`config.mk`:
```
export PLATFORM = sky130hd
export DESIGN_NAME = coord_fetch_seq
export DESIGN_NICKNAME = d
export VERILOG_FILES = /design/src/rtl/coord_fetch_seq_pkg.sv /design/src/rtl/coord_fifo.sv /design/src/rtl/coord_fetch_seq.sv
export SDC_FILE = /design/constraint.sdc
export NUM_CORES = 1
export LEC_CHECK = 0
export BUFFER_PORTS_ARGS = -buffer_cell sky130_fd_sc_hd__buf_4
export CAP_MARGIN = 20
export CORE_UTILIZATION = 50
export DETAILED_ROUTE_END_ITERATION = 6
export PLACE_DENSITY = 0.73
export SETUP_SLACK_MARGIN = 0.05
export SYNTH_ARGS = -nofsm -noshare
export SYNTH_HDL_FRONTEND = slang
export SYNTH_SLANG_ARGS = --single-unit
export TNS_END_PERCENT = 10
```
`constraint.sdc`:
```
create_clock -name clk -period 2.5 [get_ports clk]
set_input_delay 0.5 -clock clk [delete_from_list [all_inputs] [get_ports clk]]
set_output_delay 0.5 -clock clk [all_outputs]
set_load 0.01 [all_outputs]
```
`src/rtl/coord_fetch_seq_pkg.sv`:
```
// Shared types and constants for the coordinate fetch sequencer.
// Latency: n/a (declarations only).
// Backpressure: n/a.
package coord_fetch_seq_pkg;

    // Width of one x or z coordinate word held in the channel ROM.
    localparam int COORD_WIDTH      = 16;
    // The coordinate ROM returns data one cycle after the address is presented.
    localparam int ROM_READ_LATENCY = 1;
    // Widest channel index any build is expected to carry in a coord element.
    localparam int IDX_W_MAX        = 16;

    // One delivered coordinate element.
    typedef struct packed {
        logic [IDX_W_MAX-1:0]   idx;
        logic [COORD_WIDTH-1:0] x;
        logic [COORD_WIDTH-1:0] z;
        logic                   last;
    } coord_elem_t;

    // Sweep controller states.
    typedef enum logic [1:0] {
        ST_IDLE  = 2'd0,
        ST_FETCH = 2'd1,
        ST_DRAIN = 2'd2,
        ST_DONE  = 2'd3
    } fetch_state_t;

endpackage

```
`src/rtl/coord_fifo.sv`:
```
// Generic synchronous FIFO with occupancy count; head is shown combinationally.
// Latency: a pushed word is visible at the head one cycle after the push.
// Backpressure: producer must respect count; push+pop in one cycle are both honoured.
module coord_fifo #(
    parameter int WIDTH = 8,
    parameter int DEPTH = 4,
    localparam int PTR_W = (DEPTH > 1) ? $clog2(DEPTH) : 1,
    localparam int CNT_W = PTR_W + 1
) (
    input  logic             clk,
    input  logic             rst_n,
    input  logic             push,
    input  logic [WIDTH-1:0] push_dat,
    input  logic             pop,
    output logic [WIDTH-1:0] head_dat,
    output logic             empty,
    output logic [CNT_W-1:0] count
);

    logic [WIDTH-1:0] mem [DEPTH];
    logic [PTR_W-1:0] wr_ptr;
    logic [PTR_W-1:0] rd_ptr;
    logic             full;
    logic             do_push;
    logic             do_pop;

    assign empty    = (count == '0);
    assign full     = (count == CNT_W'(DEPTH));
    // A pop frees the slot a same-cycle push lands in, so full+pop+push is legal.
    assign do_pop   = pop && !empty;
    assign do_push  = push && (!full || do_pop);
    assign head_dat = mem[rd_ptr];

    // Storage array; no reset needed since reads are qualified by empty.
    always_ff @(posedge clk) begin
        if (do_push) begin
            mem[wr_ptr] <= push_dat;
        end
    end

    // Pointers wrap naturally because DEPTH is a power of two.
    always_ff @(posedge clk or negedge rst_n) begin
        if (!rst_n) begin
            wr_ptr <= '0;
            rd_ptr <= '0;
            count  <= '0;
        end else begin
            if (do_push) begin
                wr_ptr <= wr_ptr + PTR_W'(1);
            end
            if (do_pop) begin
                rd_ptr <= rd_ptr + PTR_W'(1);
            end
            case ({do_push, do_pop})
                2'b10:   count <= count + CNT_W'(1);
                2'b01:   count <= count - CNT_W'(1);
                default: count <= count;
            endcase
        end
    end

    overflow_chk: assert property (@(posedge clk) disable iff (!rst_n)
        !(push && full && !pop));

endmodule

```
`src/rtl/coord_fetch_seq.sv`:
```
// Sweeps the coordinate ROM on start and streams (idx, x, z, last) downstream.
// Latency: start at T -> first rom_addr at T+1 -> first out_valid at T+3, then 1/cycle.
// Backpressure: ROM reads are credit-limited by FIFO occupancy plus the in-flight read.
module coord_fetch_seq #(
    parameter int NUM_CHANNELS = 16,
    parameter int ADDR_WIDTH   = (NUM_CHANNELS > 1) ? $clog2(NUM_CHANNELS) : 1,
    parameter int COORD_WIDTH  = 16,
    parameter int FIFO_DEPTH   = 4
) (
    input  logic                   clk,
    input  logic                   rst_n,
    input  logic                   start,
    output logic                   busy,
    output logic                   done,
    output logic [ADDR_WIDTH-1:0]  rom_addr,
    input  logic [COORD_WIDTH-1:0] rom_x,
    input  logic [COORD_WIDTH-1:0] rom_z,
    output logic                   out_valid,
    input  logic                   out_ready,
    output logic [ADDR_WIDTH-1:0]  out_idx,
    output logic [COORD_WIDTH-1:0] out_x,
    output logic [COORD_WIDTH-1:0] out_z,
    output logic                   out_last
);
    import coord_fetch_seq_pkg::*;

    localparam int CNT_W  = $clog2(NUM_CHANNELS + 1);
    localparam int FCNT_W = ((FIFO_DEPTH > 1) ? $clog2(FIFO_DEPTH) : 1) + 1;
    localparam int ELEM_W = ADDR_WIDTH + 2 * COORD_WIDTH + 1;
    localparam logic [CNT_W-1:0]      N_CNT    = CNT_W'(NUM_CHANNELS);
    localparam logic [ADDR_WIDTH-1:0] LAST_IDX = ADDR_WIDTH'(NUM_CHANNELS - 1);

    fetch_state_t            state_q;
    fetch_state_t            state_d;
    logic [CNT_W-1:0]        issue_cnt_q;
    logic [CNT_W-1:0]        out_cnt_q;
    logic                    inflight_q;
    logic [ADDR_WIDTH-1:0]   rom_addr_q;
    logic [ADDR_WIDTH-1:0]   cap_idx_q;
    logic [ADDR_WIDTH-1:0]   issue_addr;
    logic                    credit_ok;
    logic                    issue;
    logic                    last_issue;
    logic                    pop;
    logic                    fifo_empty;
    logic [FCNT_W-1:0]       fifo_count;
    logic [ELEM_W-1:0]       push_dat;
    logic [ELEM_W-1:0]       head_dat;

    // The in-flight read already owns a FIFO slot, so it is counted as a credit.
    assign credit_ok  = (int'(fifo_count) + int'(inflight_q)) < FIFO_DEPTH;
    assign issue      = (state_q == ST_FETCH) && (issue_cnt_q < N_CNT) && credit_ok;
    assign issue_addr = ADDR_WIDTH'(issue_cnt_q);
    assign last_issue = issue && (issue_cnt_q == N_CNT - CNT_W'(1));
    // The address goes out in the issue cycle so data returns the next cycle.
    assign rom_addr   = issue ? issue_addr : rom_addr_q;

    assign pop        = out_valid && out_ready;
    assign busy       = (state_q == ST_FETCH) || (state_q == ST_DRAIN);
    assign done       = (state_q == ST_DONE);

    // State register.
    always_ff @(posedge clk or negedge rst_n) begin
        if (!rst_n) begin
            state_q <= ST_IDLE;
        end else begin
            state_q <= state_d;
        end
    end

    // Next state; DRAIN exits in the same cycle as the final handshake.
    always_comb begin
        state_d = state_q;
        case (state_q)
            ST_IDLE:  if (start) state_d = ST_FETCH;
            ST_FETCH: if (last_issue) state_d = ST_DRAIN;
            ST_DRAIN: if ((out_cnt_q + CNT_W'(pop)) == N_CNT) state_d = ST_DONE;
            ST_DONE:  state_d = ST_IDLE;
            default:  state_d = ST_IDLE;
        endcase
    end

    // Sweep counters, read-in-flight flag and the index pipeline that tracks the ROM.
    always_ff @(posedge clk or negedge rst_n) begin
        if (!rst_n) begin
            issue_cnt_q <= '0;
            out_cnt_q   <= '0;
            inflight_q  <= 1'b0;
            rom_addr_q  <= '0;
            cap_idx_q   <= '0;
        end else begin
            inflight_q <= issue;
            if (issue) begin
                rom_addr_q <= issue_addr;
                cap_idx_q  <= issue_addr;
            end
            if ((state_q == ST_IDLE) && start) begin
                issue_cnt_q <= '0;
                out_cnt_q   <= '0;
            end else begin
                if (issue) begin
                    issue_cnt_q <= issue_cnt_q + CNT_W'(1);
                end
                if (pop) begin
                    out_cnt_q <= out_cnt_q + CNT_W'(1);
                end
            end
        end
    end

    assign push_dat = {cap_idx_q, rom_x, rom_z, (cap_idx_q == LAST_IDX)};

    coord_fifo #(
        .WIDTH (ELEM_W),
        .DEPTH (FIFO_DEPTH)
    ) u_fifo (
        .clk      (clk),
        .rst_n    (rst_n),
        .push     (inflight_q),
        .push_dat (push_dat),
        .pop      (pop),
        .head_dat (head_dat),
        .empty    (fifo_empty),
        .count    (fifo_count)
    );

    // Outputs read as zero whenever nothing is buffered, including after reset.
    assign out_valid = !fifo_empty;
    assign out_idx   = out_valid ? head_dat[ELEM_W-1 -: ADDR_WIDTH] : '0;
    assign out_x     = out_valid ? head_dat[2*COORD_WIDTH -: COORD_WIDTH] : '0;
    assign out_z     = out_valid ? head_dat[COORD_WIDTH -: COORD_WIDTH] : '0;
    assign out_last  = out_valid && head_dat[0];

endmodule

```
==> flow_summary.ini, run 1 <==
[status]
run_status = complete, no violations

[synthesis]
syn_avg_cell_area_sq_um = 18.7
ys_warn_count = 0
syn_nets = 428
number_of_instances_in_the_synthesized_netlist = 376
synth-seq-cells = 176
synth_top_area_cell = sky130_fd_sc_hd__edfxtp_1
synth-edff-count = 148
synth_commonest_cells = 148 x sky130_fd_sc_hd__edfxtp_1, 37 x sky130_fd_sc_hd__mux4_2, 29 x sky130_fd_sc_hd__nor2b_1
synth_ff_type = sky130_fd_sc_hd__edfxtp_1
yosysMostFrequentCell = sky130_fd_sc_hd__edfxtp_1
synthDominantCellAreaShare_pct = 63.2
synth_seq_area_share_pct = 73.1
synthDistinctLibCells = 35
syn_area_sq_mm = 0.00704
synth_top_cells_by_area = sky130_fd_sc_hd__edfxtp_1 63%, sky130_fd_sc_hd__mux4_2 12%, sky130_fd_sc_hd__dfrtp_1 10%
async_reset_ff_share_pct = 15.9

[sta]
setup_slack_after_layout_ns = 0.0896
final-max-slew-violation-count = 0
final_min_period_ns = 2.41
post-route-period-util_pct = 96.4
worst-slew-pin-transition_ns = 0.371
finalSetupViolCount = 0
rsz0062_at_grt = yes
max_slew_headroom_at_the_worst_pin_pct = 75.3
worst_clock_skew_ns = 0.00930
timing.fmax_mhz = 415
number_of_hold_violations_in_the_final_report = 0
final.setup.tns_ns = 0

[cts]
clockBufferDepth = 2
cts.root.buffer_cell = sky130_fd_sc_hd__clkbuf_16
htree_num_levels = 4
clkTransAtPathRegs_ns = 0.06
tritoncts.num_buffers = 17
clock-sinks = 176
tritoncts = built
clock_insertion_delay_worst_skew_ns = 0.42

[routing]
firstDrtPassIters = 4
route.final.wire_length_microns = 12500
dr.first_iter.drc_count = 213
detail-route-antenna-nets = 0
wl_per_instance_microns = 18.8
routed_via_density = 5.38
remaining_drc_errors = 0
detailroute.via_count = 3581

[placement]
finalWeightedCongestion = 0.809
pre_cts_worst_setup_slack_ns = 0.108
io_buffers = 79
total_placed_cells_including_tap_cells = 627
post-dp-hpwl_microns = 7060

[critical_path]
critical_path.endpoint_type = primary output
critical_path.startpoint = u_fifo.rd_ptr[0]
max_fanout_on_critical_path = 7
regToRegSetupSlack_ns = 0.10
worst_r2r_startpoint = u_fifo.count[0]
worstPathArrival_ns = 1.91
timing.critical_path.from_type = flop
worst_r2r_path_depth = 8
critical_path_class = flop to primary output
worstPathRequired_ns = 2.00

[layout]
antenna_cells = 0
final_nets = 529
drive_gt1_share_pct = 35.9
area_delta_synth_final_pct = 24.1
layoutNonFillerInstCount = 666

[global_routing]
grt_pass1_wl_microns = 18500
largest_net_degree_at_the_start_of_global_routing = 40
first_global_vias = 3680
globalRouteOverflowTotal = 0
antenna_found_initial = 0
grt_usage_pct = 17.7

[power]
peakVddDrop_mv = 0.632
power.density_cell_area_mw_per_mm2 = 1180
leakage_nw = 3.26

[floorplanning]
fp-row-count = 42
dieHeight_microns = 121
floorplan.die_area_sq_mm = 0.0145
dieWidth_microns = 121
effective_utilization_at_floorplan_pct = 52.1
pin_count = 80
core_area_sq_mm = 0.0135

[run]
drv.max_cap_violation_count = 0

[hold_path]
startpoint_of_the_tightest_hold_check_path = rom_x[3]
min_delay_path_depth = 1
hold_path.class = input pin to flop
## path summary, 6_finish.rpt
path	to
worst max-delay path	out_z[2]
worst min-delay path	u_fifo.mem[3][20]
worst max register to register	state_q[1]
worst min register to register	rom_addr_q[0]
max in group asynchronous	u_fifo.count[1]
min in group asynchronous	inflight_q
## flip-flops by register name, summed over array words and instances (netlist names)
register,flops
u_fifo.wr_ptr,2
rom_addr_q,4
u_fifo.rd_ptr,2
state_q,2
inflight_q,1
out_cnt_q,5
cap_idx_q,4
u_fifo.mem,148
issue_cnt_q,5
u_fifo.count,3
## cells by family after synthesis
family                   synth area share (%)
flip-flops                               73.1
AO/OA/AOI/OAI                           0.996
multiplexers                             12.3
XOR/XNOR                                 1.62
AND/OR/NAND/NOR                          7.31
adder cells (fa/ha/maj)                  2.95
buffers and inverters                    1.71
## worst max-delay path, stage by stage (launching register included)
cell and delay, ns:
sky130_fd_sc_hd__dfrtp_2 0.37, sky130_fd_sc_hd__buf_6 0.13, sky130_fd_sc_hd__clkbuf_16 0.17, sky130_fd_sc_hd__mux4_2 0.52, sky130_fd_sc_hd__nor2b_1 0.15, sky130_fd_sc_hd__buf_4 0.15
## layout make-up
class / instances / area [sq um]
clock buffer: 25 / 475
clock inverter: 7 / 110
timing repair buffer: 97 / 885
sequential: 176 / 5150
tap: 176 / 220
fill: 955 / 4770
inverter: 13 / 52.6
multi-input combinational: 172 / 1840
## metal layers
metal | global-route usage [%] | vias up | part of all wire (%)
met3 | 4.25 | 19 | 4.5
met5 | 0 | - | 0
li1 | - | 1631 | -
met1 | 21.4 | 1832 | 42
met4 | 7.87 | 0 | 2.0
met2 | 30.2 | 99 | 52
## cells in the final DEF, fill, tap and decap left out, drive strengths merged, types with 3 or more instances in the layout
cell type,n
xnor2,6
buf,93
nand2,28
bufinv,3
mux4,37
nor2,13
and2b,10
ha,15
edfxtp,148
clkinv,3
dfrtp,28
inv,12
and2,5
xor2,7
nor2b,29
nand4,3
clkbuf,28
## through the flow
stage | hold WS [ns] | power [mW] | util [%] | instance area [sq um]
floorplan | 0.204 | 6.08 | - | 7060
global placement | 0.433 | 7.36 | 58.9 | 7960
detailed placement | 0.442 | 7.44 | 58.9 | 7960
CTS | 0.260 | 10.1 | 63.3 | 8560
global route | 0.262 | 10.9 | 64.6 | 8730
finish | 0.278 | 10.3 | 64.6 | 8730
## power by group
group	leakage [nW]	internal (mW)	switching (mW)
Sequential	1.70	3.69	0.271
Clock	0.281	1.62	0.988
Combinational	1.28	2.04	1.72
Total	3.26	7.34	2.98
## repair_timing
item / in CTS / in global routing
gates cloned: 0 / 4
pin swaps: 0 / 2
gates resized for setup: 1 / 18
hold buffers: 1 / 0
buffers inserted: 0 / 2
hold endpoints to repair: 28 / 0
endpoints found under the setup margin: 12 / 42
Note: power is estimated with default switching activity, not from simulation.
==> inputs of run 2 (changes only) <==
--- a/config.mk
+++ b/config.mk
@@ -9,6 +9,8 @@
 export CAP_MARGIN = 20
 export CORE_UTILIZATION = 50
 export DETAILED_ROUTE_END_ITERATION = 6
+export GPL_TIMING_DRIVEN = 0
+export MAX_ROUTING_LAYER = met4
 export PLACE_DENSITY = 0.73
 export SETUP_SLACK_MARGIN = 0.05
 export SYNTH_ARGS = -nofsm -noshare
==> flow_summary.ini, run 2 (synthesis gave the netlist of run 1 again) <==
[status]
run_status = complete, no violations

[hold_path]
hold_path.class = input pin to flop
whs_endpoint = u_fifo.mem[3][13]
startpoint_of_the_tightest_hold_check_path = rom_z[12]
min_delay_path_depth = 1

[cts]
clock-sinks = 176
htree_num_levels = 4
tritoncts = built
clock_insertion_delay_worst_skew_ns = 0.42
tritoncts.num_buffers = 17
clockBufferDepth = 2
clkTransAtPathRegs_ns = 0.06
cts.root.buffer_cell = sky130_fd_sc_hd__clkbuf_16

[sta]
finalSetupViolCount = 0
final-max-slew-violation-count = 0
worst-slew-pin-transition_ns = 0.500
max_slew_headroom_at_the_worst_pin_pct = 66.7
timing.fmax_mhz = 411
rsz0062_at_grt = yes
final_min_period_ns = 2.43
worst_clock_skew_ns = 0.00646
number_of_hold_violations_in_the_final_report = 0
finalHoldWorstSlack_ns = 0.280
post-route-period-util_pct = 97.3

[placement]
post-dp-hpwl_microns = 7740
total_placed_cells_including_tap_cells = 635
io_buffers = 79
finalWeightedCongestion = 0.723

[critical_path]
critical_path.endpoint_type = primary output
worstPathArrival_ns = 1.93
slowest_stage_cell_crit_path = sky130_fd_sc_hd__mux4_2
crit_family = multiplexers
critical_path_class = flop to primary output
timing.critical_path.from_type = flop
worstPathRequired_ns = 2.00
combined_buffer_and_inverter_count_along_the_critical_path = 3
regToRegSetupSlack_ns = 0.07
max_fanout_on_critical_path = 5
worst_r2r_startpoint = u_fifo.count[1]
worst_r2r_path_depth = 9
crit_path_cell_trace = buf_12, buf_12, mux4_2, and2b_2, buf_6
reg2reg_to = state_q[1]
path_common_cell = sky130_fd_sc_hd__buf_12
delay_of_the_slowest_critical_path_stage_ns = 0.50

[layout]
area_delta_synth_final_pct = 25.0
top_register = u_fifo.mem
mostFrequentLayoutCell = sky130_fd_sc_hd__edfxtp_1
largest_registers = u_fifo.mem (148), issue_cnt_q (5), out_cnt_q (5)
utilization_pct = 65.1
layoutNonFillerInstCount = 681
layout_common_cells = 148 x sky130_fd_sc_hd__edfxtp_1, 91 x sky130_fd_sc_hd__buf_4, 37 x sky130_fd_sc_hd__mux4_2, 28 x sky130_fd_sc_hd__nor2b_1, 27 x sky130_fd_sc_hd__nand2_1
largest_reg_flops = 148
final_nets = 544
drive_gt1_share_pct = 38.6
antenna_cells = 0

[floorplanning]
fp-row-count = 42
core_area_sq_mm = 0.0135
pin_count = 80
effective_utilization_at_floorplan_pct = 52.1
dieWidth_microns = 121
dieHeight_microns = 121
floorplan.die_area_sq_mm = 0.0145

[routing]
wl_per_instance_microns = 18.1
routed_via_density = 5.28
firstDrtPassIters = 4
route.final.wire_length_microns = 12300
remaining_drc_errors = 0
detail-route-antenna-nets = 0
dr.first_iter.drc_count = 213
detailroute.via_count = 3595

[power]
peakVddDrop_mv = 0.585
leakage_nw = 3.32
power.density_cell_area_mw_per_mm2 = 1170

[global_routing]
globalRouteOverflowTotal = 0
first_global_vias = 3782
grt_pass1_wl_microns = 19600
antenna_found_initial = 0
grt_usage_pct = 19.0
largest_net_degree_at_the_start_of_global_routing = 31

[run]
drv.max_cap_violation_count = 0
run 2: layout make-up:
cell class              instances  area (sq um)
repair buffers                 97           808
plain buffers                  15           141
clock buffers                  19           433
flip-flops and latches        176          5150
fillers                       919          4710
well taps                     176           220
inverters                      13          52.6
clock inverters                13           121
multi-input cells             172          1870
run 2: worst max-delay path by stage:
stage | from | end | slack, ns | depth (start not counted)
global placement | out_ready | u_fifo.mem[0][30] | -0.43 | 3
global route | u_fifo.count[1] | state_q[1] | -0.004 | 9
CTS | u_fifo.rd_ptr[0] | out_x[2] | 0.02 | 4
floorplan | u_fifo.count[1] | state_q[1] | 0.05 | 9
finish | u_fifo.rd_ptr[0] | out_idx[2] | 0.07 | 5
detailed placement | u_fifo.count[1] | state_q[1] | -0.32 | 9
run 2: repair_timing:
| action | in CTS | in global routing |
|---|---|---|
| gates resized for setup | 29 | 21 |
| endpoints found under the hold margin | 22 | 0 |
| hold buffers | 1 | 0 |
| setup buffers | 8 | 5 |
| pin swaps | 4 | 6 |
| endpoints found under the setup margin | 35 | 40 |
run 2: through the flow:
step	setup TNS (ns)	worst slack, ns	instance area (sq um)	power, mW
after floorplan	0	0.0504	7060	6.08
after global placement	-61.90	-0.428	7870	7.30
after detailed placement	-0.428	-0.322	7960	7.43
after CTS	0	0.0215	8700	10.2
after global routing	-0.00431	-0.00431	8800	10.8
final	0	0.0683	8800	10.3
run 2: power breakdown:
group | total [mW] | switching (mW) | internal, mW
Sequential | 3.96 | 0.272 | 3.69
Clock | 2.46 | 1.01 | 1.45
Combinational | 3.85 | 1.74 | 2.11
run 2: worst reg2reg max path, cell delays in order, from the launching register on:
cell and delay (ns):
sky130_fd_sc_hd__dfrtp_2 0.42, sky130_fd_sc_hd__nor3_4 0.23, sky130_fd_sc_hd__clkbuf_8 0.18, sky130_fd_sc_hd__nor2b_4 0.04, sky130_fd_sc_hd__ha_4 0.16, sky130_fd_sc_hd__ha_4 0.22, sky130_fd_sc_hd__nor2_4 0.10, sky130_fd_sc_hd__or4b_4 0.47
sky130_fd_sc_hd__a31oi_4 0.17, sky130_fd_sc_hd__mux2_4 0.31
run 2: routing by layer:
layer / vias to the layer above / GRT usage (%) / wire, microns / share of wire, %
met5: - / - / 0 / 0
met4: 0 / 6.48 / 155 / 1.3
met3: 11 / 4.01 / 455 / 3.7
met2: 73 / 31.3 / 6540 / 53
met1: 1844 / 23.7 / 5190 / 42
li1: 1667 / - / - / -
